==> config.mk <==
export PLATFORM = sky130hd
export DESIGN_NAME = mc14433_bcd_scan
export DESIGN_NICKNAME = d
export VERILOG_FILES = /design/src/rtl/mc14433_bcd_scan.sv
export SDC_FILE = /design/constraint.sdc
export NUM_CORES = 1
export LEC_CHECK = 0
export ABC_AREA = 1
export BUFFER_PORTS_ARGS = -buffer_cell sky130_fd_sc_hd__clkbuf_2
export CAP_MARGIN = 15
export CORE_ASPECT_RATIO = 1.2
export CORE_MARGIN = 3
export CORE_UTILIZATION = 45
export CTS_BUF_LIST = sky130_fd_sc_hd__clkbuf_4 sky130_fd_sc_hd__clkbuf_8 sky130_fd_sc_hd__clkbuf_16
export DETAILED_ROUTE_END_ITERATION = 6
export PLACE_DENSITY_LB_ADDON = 0.3
export SLEW_MARGIN = 0
export SYNTH_ARGS = -nofsm -noshare
export SYNTH_HDL_FRONTEND = slang
export SYNTH_SLANG_ARGS = --single-unit
==> constraint.sdc <==
create_clock -name CP0 -period 1.37 [get_ports CP0]
set_input_delay 0.274 -clock CP0 [delete_from_list [all_inputs] [get_ports CP0]]
set_output_delay 0.274 -clock CP0 [all_outputs]
set_load 0.01 [all_outputs]
==> src/rtl/mc14433_bcd_scan.sv <==
// -----------------------------------------------------------------------------
// mc14433_bcd_scan
//
// Output stage of the MC14433-style converter. It captures the finished
// 3 1/2-digit result on end-of-conversion and scans it out as a multiplexed
// BCD nibble with one-hot digit strobes, MSD first. It also produces the
// over/under-range flag and a registered end-of-conversion pulse.
//
// Parameters:
//   DWELL       clocks each digit strobe is held high (1..255)
//   BLANK       all-strobes-low clocks between digits (0..255)
//   URANGE_BCD  under-range threshold, 3-decade BCD
//
// Ports:
//   CP0      in   system clock, rising edge
//   R_clock  in   asynchronous active-low reset
//   eoc      in   one-cycle end-of-conversion pulse
//   msd      in   half digit (1 = leading "1")
//   bcd2/1/0 in   hundreds / tens / units BCD
//   pol      in   polarity, 1 = positive
//   ovf      in   counter overflow
//   Q        out  multiplexed digit data
//   DS       out  digit strobes, DS[3]=DS1 (MSD) .. DS[0]=DS4 (LSD)
//   EOC_o    out  registered end-of-conversion pulse
//   OR_N     out  over/under-range, active-low
//
// Optional feature macro: LEADING_ZERO_BLANK_EN
//   When defined, leading zeros in DS2/DS3 are shown as 4'hF (blank code).
// -----------------------------------------------------------------------------
module mc14433_bcd_scan #(
    parameter int unsigned DWELL      = 16,
    parameter int unsigned BLANK      = 2,
    parameter logic [11:0] URANGE_BCD = 12'h180
) (
    input  logic       CP0,
    input  logic       R_clock,
    input  logic       eoc,
    input  logic       msd,
    input  logic [3:0] bcd2,
    input  logic [3:0] bcd1,
    input  logic [3:0] bcd0,
    input  logic       pol,
    input  logic       ovf,
    output logic [3:0] Q,
    output logic [3:0] DS,
    output logic       EOC_o,
    output logic       OR_N
);

    localparam logic [7:0] DWELL_M1 = 8'(DWELL - 1);
    localparam logic [7:0] BLANK_M1 = (BLANK == 0) ? 8'd0 : 8'(BLANK - 1);
    localparam logic       HAS_GAP  = (BLANK != 0);

    typedef enum logic [1:0] {
        ST_IDLE   = 2'd0,
        ST_STROBE = 2'd1,
        ST_GAP    = 2'd2
    } state_t;

    // Over-range (overflow or non-BCD digit) or under-range (small reading
    // without the half digit).
    function automatic logic f_range_fault(
        input logic       i_msd,
        input logic [3:0] i_b2,
        input logic [3:0] i_b1,
        input logic [3:0] i_b0,
        input logic       i_ovf
    );
        logic over;
        logic under;
        over  = i_ovf | (i_b2 > 4'd9) | (i_b1 > 4'd9) | (i_b0 > 4'd9);
        under = ~i_msd & ({i_b2, i_b1, i_b0} < URANGE_BCD);
        return over | under;
    endfunction

    // Pending (latest captured) result
    logic       r_p_msd, r_p_pol, r_p_ovf;
    logic [3:0] r_p_bcd2, r_p_bcd1, r_p_bcd0;
    // Display (frame in progress) result
    logic       r_d_msd, r_d_pol, r_d_fault;
    logic [3:0] r_d_bcd2, r_d_bcd1, r_d_bcd0;

    state_t     r_state, w_state_nx;
    logic [1:0] r_digit, w_digit_nx;
    logic [7:0] r_cnt, w_cnt_nx;
    logic       w_load;

    logic       r_eoc;
    logic       r_or_n;
    logic [3:0] r_q, w_q_nx;
    logic [3:0] r_ds, w_ds_nx;
    logic       w_p_fault;
    logic       w_lz2, w_lz3;

    assign w_p_fault = f_range_fault(r_p_msd, r_p_bcd2, r_p_bcd1, r_p_bcd0, r_p_ovf);

    // Capture the conversion result and register the EOC pulse
    always_ff @(posedge CP0 or negedge R_clock) begin
        if (!R_clock) begin
            r_eoc    <= 1'b0;
            r_p_msd  <= 1'b0;
            r_p_pol  <= 1'b0;
            r_p_ovf  <= 1'b0;
            r_p_bcd2 <= 4'd0;
            r_p_bcd1 <= 4'd0;
            r_p_bcd0 <= 4'd0;
        end else begin
            r_eoc <= eoc;
            if (eoc) begin
                r_p_msd  <= msd;
                r_p_pol  <= pol;
                r_p_ovf  <= ovf;
                r_p_bcd2 <= bcd2;
                r_p_bcd1 <= bcd1;
                r_p_bcd0 <= bcd0;
            end
        end
    end

    // Range flag follows the pending register one edge after each capture
    always_ff @(posedge CP0 or negedge R_clock) begin
        if (!R_clock) begin
            r_or_n <= 1'b1;
        end else if (r_eoc) begin
            r_or_n <= ~w_p_fault;
        end
    end

    // Scan FSM state, digit/dwell counters and display register
    always_ff @(posedge CP0 or negedge R_clock) begin
        if (!R_clock) begin
            r_state   <= ST_IDLE;
            r_digit   <= 2'd0;
            r_cnt     <= 8'd0;
            r_d_msd   <= 1'b0;
            r_d_pol   <= 1'b0;
            r_d_fault <= 1'b0;
            r_d_bcd2  <= 4'd0;
            r_d_bcd1  <= 4'd0;
            r_d_bcd0  <= 4'd0;
        end else begin
            r_state <= w_state_nx;
            r_digit <= w_digit_nx;
            r_cnt   <= w_cnt_nx;
            if (w_load) begin
                r_d_msd   <= r_p_msd;
                r_d_pol   <= r_p_pol;
                r_d_fault <= w_p_fault;
                r_d_bcd2  <= r_p_bcd2;
                r_d_bcd1  <= r_p_bcd1;
                r_d_bcd0  <= r_p_bcd0;
            end
        end
    end

    // Next-state logic; the display reload happens only when entering digit 1
    always_comb begin
        w_state_nx = r_state;
        w_digit_nx = r_digit;
        w_cnt_nx   = r_cnt;
        w_load     = 1'b0;
        case (r_state)
            ST_IDLE: begin
                // r_eoc is high the cycle after capture, so pending is valid
                if (r_eoc) begin
                    w_state_nx = ST_STROBE;
                    w_digit_nx = 2'd0;
                    w_cnt_nx   = 8'd0;
                    w_load     = 1'b1;
                end else begin
                    w_state_nx = ST_IDLE;
                end
            end
            ST_STROBE: begin
                if (r_cnt == DWELL_M1) begin
                    w_cnt_nx = 8'd0;
                    if (HAS_GAP) begin
                        w_state_nx = ST_GAP;
                    end else begin
                        w_digit_nx = r_digit + 2'd1;
                        w_load     = (r_digit == 2'd3);
                    end
                end else begin
                    w_cnt_nx = r_cnt + 8'd1;
                end
            end
            ST_GAP: begin
                if (r_cnt == BLANK_M1) begin
                    w_cnt_nx   = 8'd0;
                    w_state_nx = ST_STROBE;
                    w_digit_nx = r_digit + 2'd1;
                    w_load     = (r_digit == 2'd3);
                end else begin
                    w_cnt_nx = r_cnt + 8'd1;
                end
            end
            default: begin
                w_state_nx = ST_IDLE;
                w_digit_nx = 2'd0;
                w_cnt_nx   = 8'd0;
            end
        endcase
    end

    // Leading-zero detection for the blanking option
    always_comb begin
`ifdef LEADING_ZERO_BLANK_EN
        w_lz2 = ~r_d_msd & (r_d_bcd2 == 4'd0);
        w_lz3 = w_lz2 & (r_d_bcd1 == 4'd0);
`else
        w_lz2 = 1'b0;
        w_lz3 = 1'b0;
`endif
    end

    // Strobe / nibble decode from the current scan position
    always_comb begin
        w_ds_nx = 4'b0000;
        w_q_nx  = 4'h0;
        if (r_state == ST_STROBE) begin
            case (r_digit)
                2'd0: begin
                    w_ds_nx = 4'b1000;
                    w_q_nx  = {~r_d_msd, r_d_pol, 1'b0, r_d_fault};
                end
                2'd1: begin
                    w_ds_nx = 4'b0100;
                    w_q_nx  = w_lz2 ? 4'hF : r_d_bcd2;
                end
                2'd2: begin
                    w_ds_nx = 4'b0010;
                    w_q_nx  = w_lz3 ? 4'hF : r_d_bcd1;
                end
                2'd3: begin
                    w_ds_nx = 4'b0001;
                    w_q_nx  = r_d_bcd0;
                end
                default: begin
                    w_ds_nx = 4'b0000;
                    w_q_nx  = 4'h0;
                end
            endcase
        end else begin
            w_ds_nx = 4'b0000;
            w_q_nx  = 4'h0;
        end
    end

    // Registered strobe and data outputs
    always_ff @(posedge CP0 or negedge R_clock) begin
        if (!R_clock) begin
            r_ds <= 4'b0000;
            r_q  <= 4'h0;
        end else begin
            r_ds <= w_ds_nx;
            r_q  <= w_q_nx;
        end
    end

    assign Q     = r_q;
    assign DS    = r_ds;
    assign EOC_o = r_eoc;
    assign OR_N  = r_or_n;

endmodule

==> results of run 1 <==
what timing repair did:
action                                  4_1_cts  5_1_grt
hold buffers                                  1        0
pin swaps                                     1        9
endpoints found under the hold margin        51        0
buffers inserted                              1        4
endpoints found under the setup margin        9       27
gates resized for setup                       9       28
per-stage QoR:
stage	worst slack (ns)	setup TNS [ns]
after floorplan	0.0140	0
after global placement	-0.0134	-0.0226
after detailed placement	-0.0901	-0.430
after CTS	-0.000710	-0.000785
after global routing	-0.134	-2.97
final	-0.0528	-0.617
report_power, final:
part	internal (mW)	total, mW	switching [mW]
Clock	0.414	0.919	0.505
Sequential	1.90	2.13	0.222
Combinational	0.773	1.79	1.02
Total	3.09	4.84	1.75
critical path, cell delays in order, from the launching register on:
cell and delay (ns):
dfrtp_1 0.43, inv_1 0.09, ha_1 0.18, nand2_2 0.08, o21ai_2 0.22, nand2_4 0.13
nand2_8 0.12, a21oi_2 0.06
per-layer routing:
layer	vias to the layer above	global-route usage
met5	-	0
met4	0	0.0453
met3	12	0.0340
met2	34	0.279
met1	882	0.195
li1	948	-
area by class of cell:
type	count	area, sq um	area share
inverters	26	97.6	0.0321
clock inverters	2	13.8	0.00453
well taps	60	75.1	0.0247
multi-input cells	176	1080	0.355
clock buffers	6	82.6	0.0272
repair buffers	55	389	0.128
flip-flops and latches	52	1300	0.429
flip-flops by register name (all words and copies together), names as in the netlist:
name and flops:
r_p_bcd0 4, DS 4, r_state 2, r_p_ovf 1, r_d_fault 1, r_p_msd 1
r_d_msd 1, r_p_bcd1 4, r_cnt 8, r_d_bcd1 4, r_p_pol 1, OR_N 1
r_digit 2, r_d_bcd0 4, r_d_pol 1, r_p_bcd2 4, Q 4, EOC_o 1
r_d_bcd2 4
synthesized netlist by cell type:
master | n | share of area
a21oi_1 | 14 | 0.029
a31oi_1 | 3 | 0.0078
buf_2 | 2 | 0.0042
buf_4 | 1 | 0.0031
buf_8 | 1 | 0.0063
clkbuf_1 | 3 | 0.0047
dfrtp_1 | 51 | 0.53
dfstp_2 | 1 | 0.011
ha_1 | 9 | 0.047
inv_1 | 24 | 0.038
inv_2 | 2 | 0.0031
mux2_2 | 10 | 0.047
nand2_1 | 77 | 0.12
nand2_2 | 1 | 0.0026
nand2_4 | 1 | 0.0047
nand3_1 | 25 | 0.052
nand4_1 | 2 | 0.0052
nand4_4 | 1 | 0.0089
nor2_1 | 10 | 0.016
nor2_2 | 3 | 0.0078
o21ai_0 | 15 | 0.031
o21ai_1 | 1 | 0.0021
xor2_1 | 4 | 0.015
final timing paths:
check                                        start                      end  slack [ns]
hold / removal                                 msd      r_p_msd$_DFFE_PN0P_        0.17
setup reg to reg              r_cnt[1]$_DFFE_PN0N_     r_cnt[7]$_DFFE_PN0N_       -0.05
hold reg to reg            r_p_bcd0[0]$_DFFE_PN0P_  r_d_bcd0[0]$_DFFE_PN0P_        0.47
min in group asynchronous                  R_clock     r_cnt[5]$_DFFE_PN0N_        0.48
max in group asynchronous                  R_clock         OR_N$_DFFE_PN1P_        0.58
setup / recovery              r_cnt[1]$_DFFE_PN0N_     r_cnt[7]$_DFFE_PN0N_       -0.05
cells by family after synthesis:
group,Yosys count
compound gates,33
simple gates,120
buf+inv,33
fa+ha+maj,9
mux,10
flops,52
xor+xnor,4
==> results.py, run 1 <==
metrics = {
    "sta": {
        "rsz0062_at_grt": "true",
        "timing.hold.ws_ns": 0.171,
        "relSlewSlack": 0.740,
        "worst_slew_pin_slew_ns": 0.391,
        "fin_crit_sh": 1.04,
        "finalHoldViolCount": 0,
        "final.setup_skew_ns": 0.00559,
        "finalMaxSlewViolations": 0,
        "setup_viol": 23,
        "period_minus_slack_ns": 1.42,
        "fmax_ghz": 0.703,
        "worst_slack_ns": -0.0528,
    },
    "routing": {
        "highest_layer": "met4",
        "m1WireLength_um": 2020,
        "route.vias.total": 1876,
        "drt_wl_total_um": 4830,
        "route.met2.wl_um": 2490,
        "viasPerCell": 4.98,
        "drt_iter0_markers": 94,
        "dr_wl_met3_um": 195,
        "drt-wirelength-per-cell_um": 12.8,
        "drc": 0,
        "ant_nets": 0,
        "first_pass_iters": 4,
    },
    "final_layout": {
        "area_delta_synth_final_pct": 26.9,
        "antenna_cells": 0,
        "final_cells": 377,
        "layout_commonest_cell": "nand2_1",
        "fill_cells": 427,
        "final_cell_mix": "nand2_1, dfrtp_1, clkbuf_2",
        "utilization": 0.602,
        "drive_above_1_share": 0.341,
        "fin_area_sq_mm": 0.00304,
        "final_nets": 343,
    },
    "synthesis": {
        "syn_inst": 261,
        "syn_nets": 288,
        "netlist_area_sq_mm": 0.00239,
        "synth-simple-area-share": 0.218,
        "yosysWarnings": 0,
        "syn_area_per_cell_sq_um": 9.18,
        "synth_cell_type_count": 23,
        "yosys.area_share.adder": 0.0470,
        "synth_top_family_by_area": "simple AND/OR/NAND/NOR gates",
        "ys_seq_area_frac": 0.544,
        "ys_seq_elements": 52,
        "muxShareOfSynthArea": 0.0470,
        "synth-xor-area-share": 0.0146,
        "synth_compound_area_frac": 0.0705,
    },
    "run_status": {
        "status": "complete, but fails checks",
        "violations": "negative setup slack",
    },
    "clocking": {
        "cts-root-buf": "clkbuf_8",
        "htree_levels": 2,
        "cts_buffers": 5,
        "clkSinkCount": 52,
        "clk_latency_ns": 0.30,
        "clk_pin_slew_ns": 0.09,
        "cts_tree": "yes",
        "clk_path_buf_depth": 2,
    },
    "pwr": {
        "p_total_mw": 4.84,
        "leakagePower_nw": 1.52,
        "vdd_ir_drop_max_mv": 0.841,
        "power_density_mw_per_mm2": 1590,
    },
    "critical_path": {
        "cp-end-kind": "flop",
        "worstPathArrival_ns": 1.62,
        "reg2reg_depth": 7,
        "critPathLaunchType": "flop",
        "cp_max_fo": 6,
        "critPathKind": "flop to flop",
        "crit_required_ns": 1.57,
    },
    "global_routing": {
        "grt_pass1_vias": 1835,
        "grt_max_degree": 53,
        "track_usage": 0.159,
        "grt_overflow": 0,
        "grt_pass1_wl_um": 7920,
        "antenna_found_initial": 0,
    },
    "placed_design": {
        "hpwl_um": 3370,
        "gp_congestion": 0.813,
        "dpl_cell_area_sq_mm": 0.00276,
        "dp_cells": 363,
        "port_buffers": 27,
    },
    "die": {
        "ios": 28,
        "die_area_sq_mm": 0.00624,
        "initial_core_util": 0.475,
        "rows": 28,
        "die_h_um": 85.9,
        "chipWidth_um": 72.6,
        "core_area_sq_mm": 0.00504,
    },
    "min_path": {
        "min_path_cells": 3,
        "hold_class": "input pin to flop",
    },
    "run": {
        "maxCapViolCount": 0,
    },
}
Power figures use the tool's default switching activity.
==> run 2: changes to the inputs <==
--- a/config.mk
+++ b/config.mk
@@ -14,6 +14,7 @@
 export CTS_BUF_LIST = sky130_fd_sc_hd__clkbuf_4 sky130_fd_sc_hd__clkbuf_8 sky130_fd_sc_hd__clkbuf_16
 export DETAILED_ROUTE_END_ITERATION = 6
 export PLACE_DENSITY_LB_ADDON = 0.3
+export RECOVER_POWER = 100
 export SLEW_MARGIN = 0
 export SYNTH_ARGS = -nofsm -noshare
 export SYNTH_HDL_FRONTEND = slang
==> run 2 against run 1 <==
  * Total power shrank 0.75%
  * Maximum frequency is essentially flat
  * Routed wire length grew 0.37%
  * The run still ends with negative setup slack left
  * Non-clock buffer count is the same
  * Clock skew is essentially flat
  * Sequential power is essentially flat
  * Combinational power is essentially flat
  * Count of clock-buffer cells in the layout is the same
  * Clock power is essentially flat
==> results.py, run 2 (synthesis results as in run 1) <==
metrics = {
    "die": {
        "die_h_um": 85.9,
        "chipWidth_um": 72.6,
        "rows": 28,
        "initial_core_util": 0.475,
        "core_area_sq_mm": 0.00504,
        "die_area_sq_mm": 0.00624,
        "ios": 28,
    },
    "sta": {
        "worst_slack_ns": -0.0521,
        "worst_slew_pin_slew_ns": 0.837,
        "relSlewSlack": 0.442,
        "finalHoldViolCount": 0,
        "fin_crit_sh": 1.04,
        "fmax_ghz": 0.703,
        "rsz0062_at_grt": "true",
        "finalMaxSlewViolations": 0,
        "final.setup_skew_ns": 0.00550,
        "setup_viol": 23,
        "tns_ns": -0.619,
        "period_minus_slack_ns": 1.42,
    },
    "global_routing": {
        "grt_pass1_wl_um": 7920,
        "track_usage": 0.159,
        "antenna_found_initial": 0,
        "grt_max_degree": 53,
        "grt_pass1_vias": 1835,
        "grt_overflow": 0,
    },
    "critical_path": {
        "cp.buffers_inverters": 1,
        "crit_path_cell_trace": "inv_1, ha_1, nand2_2, o21ai_2, nand2_4, nand2_8, a21oi_2",
        "crit_required_ns": 1.57,
        "timing.critical_path.from": "r_cnt[1]$_DFFE_PN0N_",
        "critPathLaunchType": "flop",
        "slowest_stage": "dfrtp_1",
        "slowest_delay_ns": 0.43,
        "r2r_end": "r_cnt[7]$_DFFE_PN0N_",
        "cp_max_fo": 6,
        "r2r_setup_slack_ns": -0.05,
        "path_delay_family": "flip-flops",
        "crit_cells": 7,
        "cp-end-kind": "flop",
        "worstPathArrival_ns": 1.62,
        "endpoint": "r_cnt[7]$_DFFE_PN0N_",
        "reg2reg_depth": 7,
        "critPathKind": "flop to flop",
        "reg2reg_from": "r_cnt[1]$_DFFE_PN0N_",
    },
    "clocking": {
        "clk_pin_slew_ns": 0.09,
        "cts-root-buf": "clkbuf_8",
        "clk_path_buf_depth": 2,
        "htree_levels": 2,
        "clkSinkCount": 52,
        "cts_buffers": 5,
        "clk_latency_ns": 0.30,
        "cts_tree": "yes",
    },
    "final_layout": {
        "final_cells": 377,
        "layout_commonest_cell": "nand2_1",
        "drive_above_1_share": 0.303,
        "final_cell_mix": "nand2_1, dfrtp_1, inv_1, nand3_1, buf_4",
        "final_nets": 343,
        "largest-register": "r_cnt",
        "antenna_cells": 0,
        "largest_reg_flops": 8,
        "area_delta_synth_final_pct": 25.5,
        "fill_cells": 432,
    },
    "placed_design": {
        "hpwl_um": 3370,
        "port_buffers": 27,
        "dp_cells": 363,
        "gp_congestion": 0.813,
    },
    "routing": {
        "ant_nets": 0,
        "viasPerCell": 4.94,
        "drt-wirelength-per-cell_um": 12.9,
        "first_pass_iters": 4,
        "drt_wl_total_um": 4850,
        "drt_iter0_markers": 87,
        "route.vias.total": 1864,
        "drc": 0,
    },
    "min_path": {
        "hold_class": "input pin to flop",
    },
    "run": {
        "maxCapViolCount": 0,
    },
    "pwr": {
        "power_density_mw_per_mm2": 1600,
        "vdd_ir_drop_max_mv": 0.841,
        "comb_power_share": 0.366,
        "p_int_mw": 3.05,
        "power_frac_clock": 0.192,
        "leakagePower_nw": 1.48,
        "p_switching_mw": 1.75,
        "p_sw_frac": 0.365,
        "p_total_mw": 4.80,
        "power_frac_seq": 0.443,
    },
    "run_status": {
        "status": "complete, but fails checks",
        "violations": "negative setup slack",
    },
}
==> run 2: cell count changes in the layout (fill, tap and decap cells not counted) <==
| cell | before | now |
|---|---|---|
| buf_12 | 3 | 2 |
| clkbuf_2 | 27 | 17 |
| buf_4 | 23 | 21 |
| clkbuf_4 | 0 | 1 |
| clkbuf_1 | 0 | 12 |
==> run 2: stage by stage <==
| step | hold slack, ns | cell area (sq um) | setup slack (ns) | util |
|---|---|---|---|---|
| after floorplan | -0.0216 | 2390 | 0.0140 | - |
| after global placement | 0.291 | 2760 | -0.0134 | 0.548 |
| after detailed placement | 0.292 | 2760 | -0.0901 | 0.548 |
| after CTS | 0.165 | 2900 | -0.000710 | 0.575 |
| after global routing | 0.179 | 3010 | -0.132 | 0.596 |
| final | 0.171 | 3010 | -0.0521 | 0.596 |
==> run 2: final cells by class <==
type,count,area (sq um),share of cell area
repair buffers,55,357,0.119
inverters,26,97.6,0.0325
multi-input cells,176,1080,0.358
flip-flops and latches,52,1300,0.433
clock buffers,6,82.6,0.0275
well taps,60,75.1,0.0250
clock inverters,2,13.8,0.00458
==> run 2: worst register-to-register path: stages (launching register included) <==
cell	delay, ns
dfrtp_1	0.43
inv_1	0.09
ha_1	0.18
nand2_2	0.08
o21ai_2	0.22
nand2_4	0.13
nand2_8	0.12
a21oi_2	0.06
==> run 2: metal layers <==
metal,track usage,part of all wire,up-vias
li1,-,-,948
met1,0.195,0.42,870
met2,0.279,0.51,34
met3,0.0340,0.042,12
met4,0.0453,0.026,0
met5,0,0,-
==> run 2: how the worst min path moves through the flow <==
stage / start / endpoint / slack (ns) / cells past startpoint
after global routing: msd / r_p_msd$_DFFE_PN0P_ / 0.18 / 3
after CTS: msd / r_p_msd$_DFFE_PN0P_ / 0.17 / 3
after global placement: R_clock / r_cnt[6]$_DFFE_PN0N_ / 0.29 / 2
after floorplan: R_clock / DS[0]$_DFF_PN0_ / -0.02 / 0
final: msd / r_p_msd$_DFFE_PN0P_ / 0.17 / 3
after detailed placement: R_clock / r_cnt[5]$_DFFE_PN0N_ / 0.29 / 2
==> run 2: repair_timing <==
action | 4_1_cts | 5_1_grt
resized for setup | 9 | 28
pin swaps | 1 | 9
buffers inserted | 1 | 4
gates cloned | 0 | 0
endpoints found under the hold margin | 51 | 0
hold buffers | 1 | 0
setup endpoints to repair | 9 | 27
==> run 2: power groups by stage <==
stage | clock network (mW) | logic (mW) | registers, mW
3_5_place_dp | 0 | 1.45 | 2.15
3_3_place_gp | 0 | 1.40 | 2.15
5_1_grt | 1.01 | 1.98 | 2.17
2_1_floorplan | 0 | 0.930 | 2.13
6_report | 0.921 | 1.76 | 2.12
4_1_cts | 0.944 | 1.55 | 2.12
==> run 3: changes to the inputs <==
--- a/config.mk
+++ b/config.mk
@@ -15,7 +15,7 @@
 export DETAILED_ROUTE_END_ITERATION = 6
 export PLACE_DENSITY_LB_ADDON = 0.3
 export RECOVER_POWER = 100
-export SLEW_MARGIN = 0
 export SYNTH_ARGS = -nofsm -noshare
 export SYNTH_HDL_FRONTEND = slang
 export SYNTH_SLANG_ARGS = --single-unit
+export TNS_END_PERCENT = 20
==> run 3 against run 2 <==
  * The flow still finishes with violations (negative setup slack)
  * Sequential cell count stayed put
  * Sequential power hardly changed
  * Clock power hardly changed
  * Via count is 1.2% higher
  * Non-clock buffer count stayed put
  * Maximum frequency is 0.56% lower
  * Critical endpoint is now r_cnt[6]$_DFFE_PN0N_
==> results.py, run 3 (synthesis results as in run 1) <==
metrics = {
    "run_status": {
        "status": "complete, but fails checks",
        "violations": "negative setup slack",
    },
    "critical_path": {
        "reg2reg_from": "r_cnt[1]$_DFFE_PN0N_",
        "cp_max_fo": 4,
        "worstPathArrival_ns": 1.63,
        "critPathLaunchType": "flop",
        "reg2reg_depth": 7,
        "r2r_setup_slack_ns": -0.06,
        "crit_required_ns": 1.57,
        "cp-end-kind": "flop",
        "critPathKind": "flop to flop",
        "r2r_end": "r_cnt[6]$_DFFE_PN0N_",
    },
    "routing": {
        "route.vias.total": 1887,
        "highest_layer": "met4",
        "drt-wirelength-per-cell_um": 12.9,
        "ant_nets": 0,
        "drt_wl_total_um": 4870,
        "route.met2.wl_um": 2450,
        "first_pass_iters": 4,
        "m1WireLength_um": 2060,
        "drt_iter0_markers": 94,
        "viasPerCell": 5.01,
        "dr_wl_met3_um": 223,
        "drc": 0,
    },
    "min_path": {
        "hold_end": "r_p_msd$_DFFE_PN0P_",
        "hold_start": "msd",
        "min_path_cells": 3,
        "hold_class": "input pin to flop",
    },
    "global_routing": {
        "track_usage": 0.159,
        "antenna_found_initial": 0,
        "grt_overflow": 0,
        "grt_pass1_vias": 1835,
        "grt_pass1_wl_um": 7920,
        "grt_max_degree": 53,
    },
    "final_layout": {
        "fin_area_sq_mm": 0.00300,
        "utilization": 0.595,
        "fill_cells": 435,
        "final_cell_mix": "nand2_1, dfrtp_1, inv_1, nand3_1, buf_4",
        "drive_above_1_share": 0.300,
        "largest_reg_flops": 8,
        "layout_commonest_cell": "nand2_1",
        "area_delta_synth_final_pct": 25.4,
        "final_nets": 343,
        "antenna_cells": 0,
        "multi_input_area_sq_mm": 0.00107,
        "seqCellArea_sq_mm": 0.00130,
        "largest-register": "r_cnt",
        "final_cells": 377,
    },
    "placed_design": {
        "dp_cells": 363,
        "hpwl_um": 3370,
        "gp_congestion": 0.813,
        "dpl_cell_area_sq_mm": 0.00276,
        "port_buffers": 27,
        "dp_slack_ns": -0.0901,
    },
    "clocking": {
        "clkSinkCount": 52,
        "clk_latency_ns": 0.30,
        "htree_levels": 2,
        "cts-root-buf": "clkbuf_8",
        "cts_buffers": 5,
        "cts_tree": "yes",
        "clk_pin_slew_ns": 0.09,
        "clk_path_buf_depth": 2,
    },
    "sta": {
        "period_minus_slack_ns": 1.43,
        "worst_slew_pin_slew_ns": 0.837,
        "setup_viol": 23,
        "relSlewSlack": 0.442,
        "fin_crit_sh": 1.04,
        "finalHoldViolCount": 0,
        "timing.hold.ws_ns": 0.172,
        "tns_ns": -0.730,
        "worst_slack_ns": -0.0600,
        "rsz0062_at_grt": "true",
        "finalMaxSlewViolations": 0,
        "final.setup_skew_ns": 0.00500,
        "fmax_ghz": 0.699,
    },
    "die": {
        "ios": 28,
        "die_area_sq_mm": 0.00624,
        "die_h_um": 85.9,
        "chipWidth_um": 72.6,
        "rows": 28,
        "core_area_sq_mm": 0.00504,
        "initial_core_util": 0.475,
    },
    "pwr": {
        "p_total_mw": 4.80,
        "vdd_ir_drop_max_mv": 0.839,
        "power_density_mw_per_mm2": 1600,
        "leakagePower_nw": 1.48,
    },
    "run": {
        "maxCapViolCount": 0,
    },
}
-- run 3: cell count changes in the layout (fill, tap and decap cells not counted) --
| cell | delta |
|---|---|
| a21oi_1 | +1 |
| o21ai_0 | +1 |
| nand2_1 | +1 |
| nand2_2 | -1 |
| clkbuf_1 | -1 |
| a21oi_2 | -1 |
| clkbuf_4 | +1 |
| o21ai_1 | -1 |
-- run 3: layer usage --
layer,GRT usage,vias up
met3,0.0340,14
met1,0.195,884
li1,-,947
met4,0.0453,0
met5,0,-
met2,0.279,42
-- run 3: how the worst max path moves through the flow --
stage / start / slack (ns) / end / cells after the start
after floorplan: r_state[1]$_DFFE_PN0P_ / 0.01 / r_cnt[5]$_DFFE_PN0N_ / 9
after global placement: r_state[1]$_DFFE_PN0P_ / -0.01 / r_cnt[6]$_DFFE_PN0N_ / 9
after detailed placement: r_state[1]$_DFFE_PN0P_ / -0.09 / r_cnt[6]$_DFFE_PN0N_ / 9
after CTS: r_state[0]$_DFFE_PN0P_ / -0.0007 / r_cnt[6]$_DFFE_PN0N_ / 9
after global routing: r_cnt[0]$_DFFE_PN0N_ / -0.13 / r_cnt[6]$_DFFE_PN0N_ / 7
final: r_cnt[1]$_DFFE_PN0N_ / -0.06 / r_cnt[6]$_DFFE_PN0N_ / 7
-- run 3: critical path, stage by stage, from the launching register on --
cell and delay, ns:
dfrtp_1 0.43, ha_2 0.21, buf_4 0.13, nand3_4 0.09
nor2_4 0.14, nand2_1 0.08, xor2_1 0.20, a21oi_2 0.04
-- run 3: power breakdown --
group	internal, mW	switching (mW)	total (mW)
Sequential	1.90	0.221	2.13
Combinational	0.740	1.01	1.75
Clock	0.414	0.505	0.919
Total	3.06	1.74	4.80
-- run 3: final cells by class --
class | count | share of cell area
Sequential cell | 52 | 0.434
Multi-Input combinational cell | 176 | 0.357
Timing Repair Buffer | 55 | 0.120
Inverter | 26 | 0.0325
Clock buffer | 6 | 0.0275
Tap cell | 60 | 0.0250
Clock inverter | 2 | 0.00458
-- run 3: repair_timing --
action	in CTS	in global routing
pin swaps	1	8
endpoints found under the hold margin	51	0
setup buffers	1	4
setup endpoints to repair	9	27
gates resized for setup	9	25
hold buffers	1	0
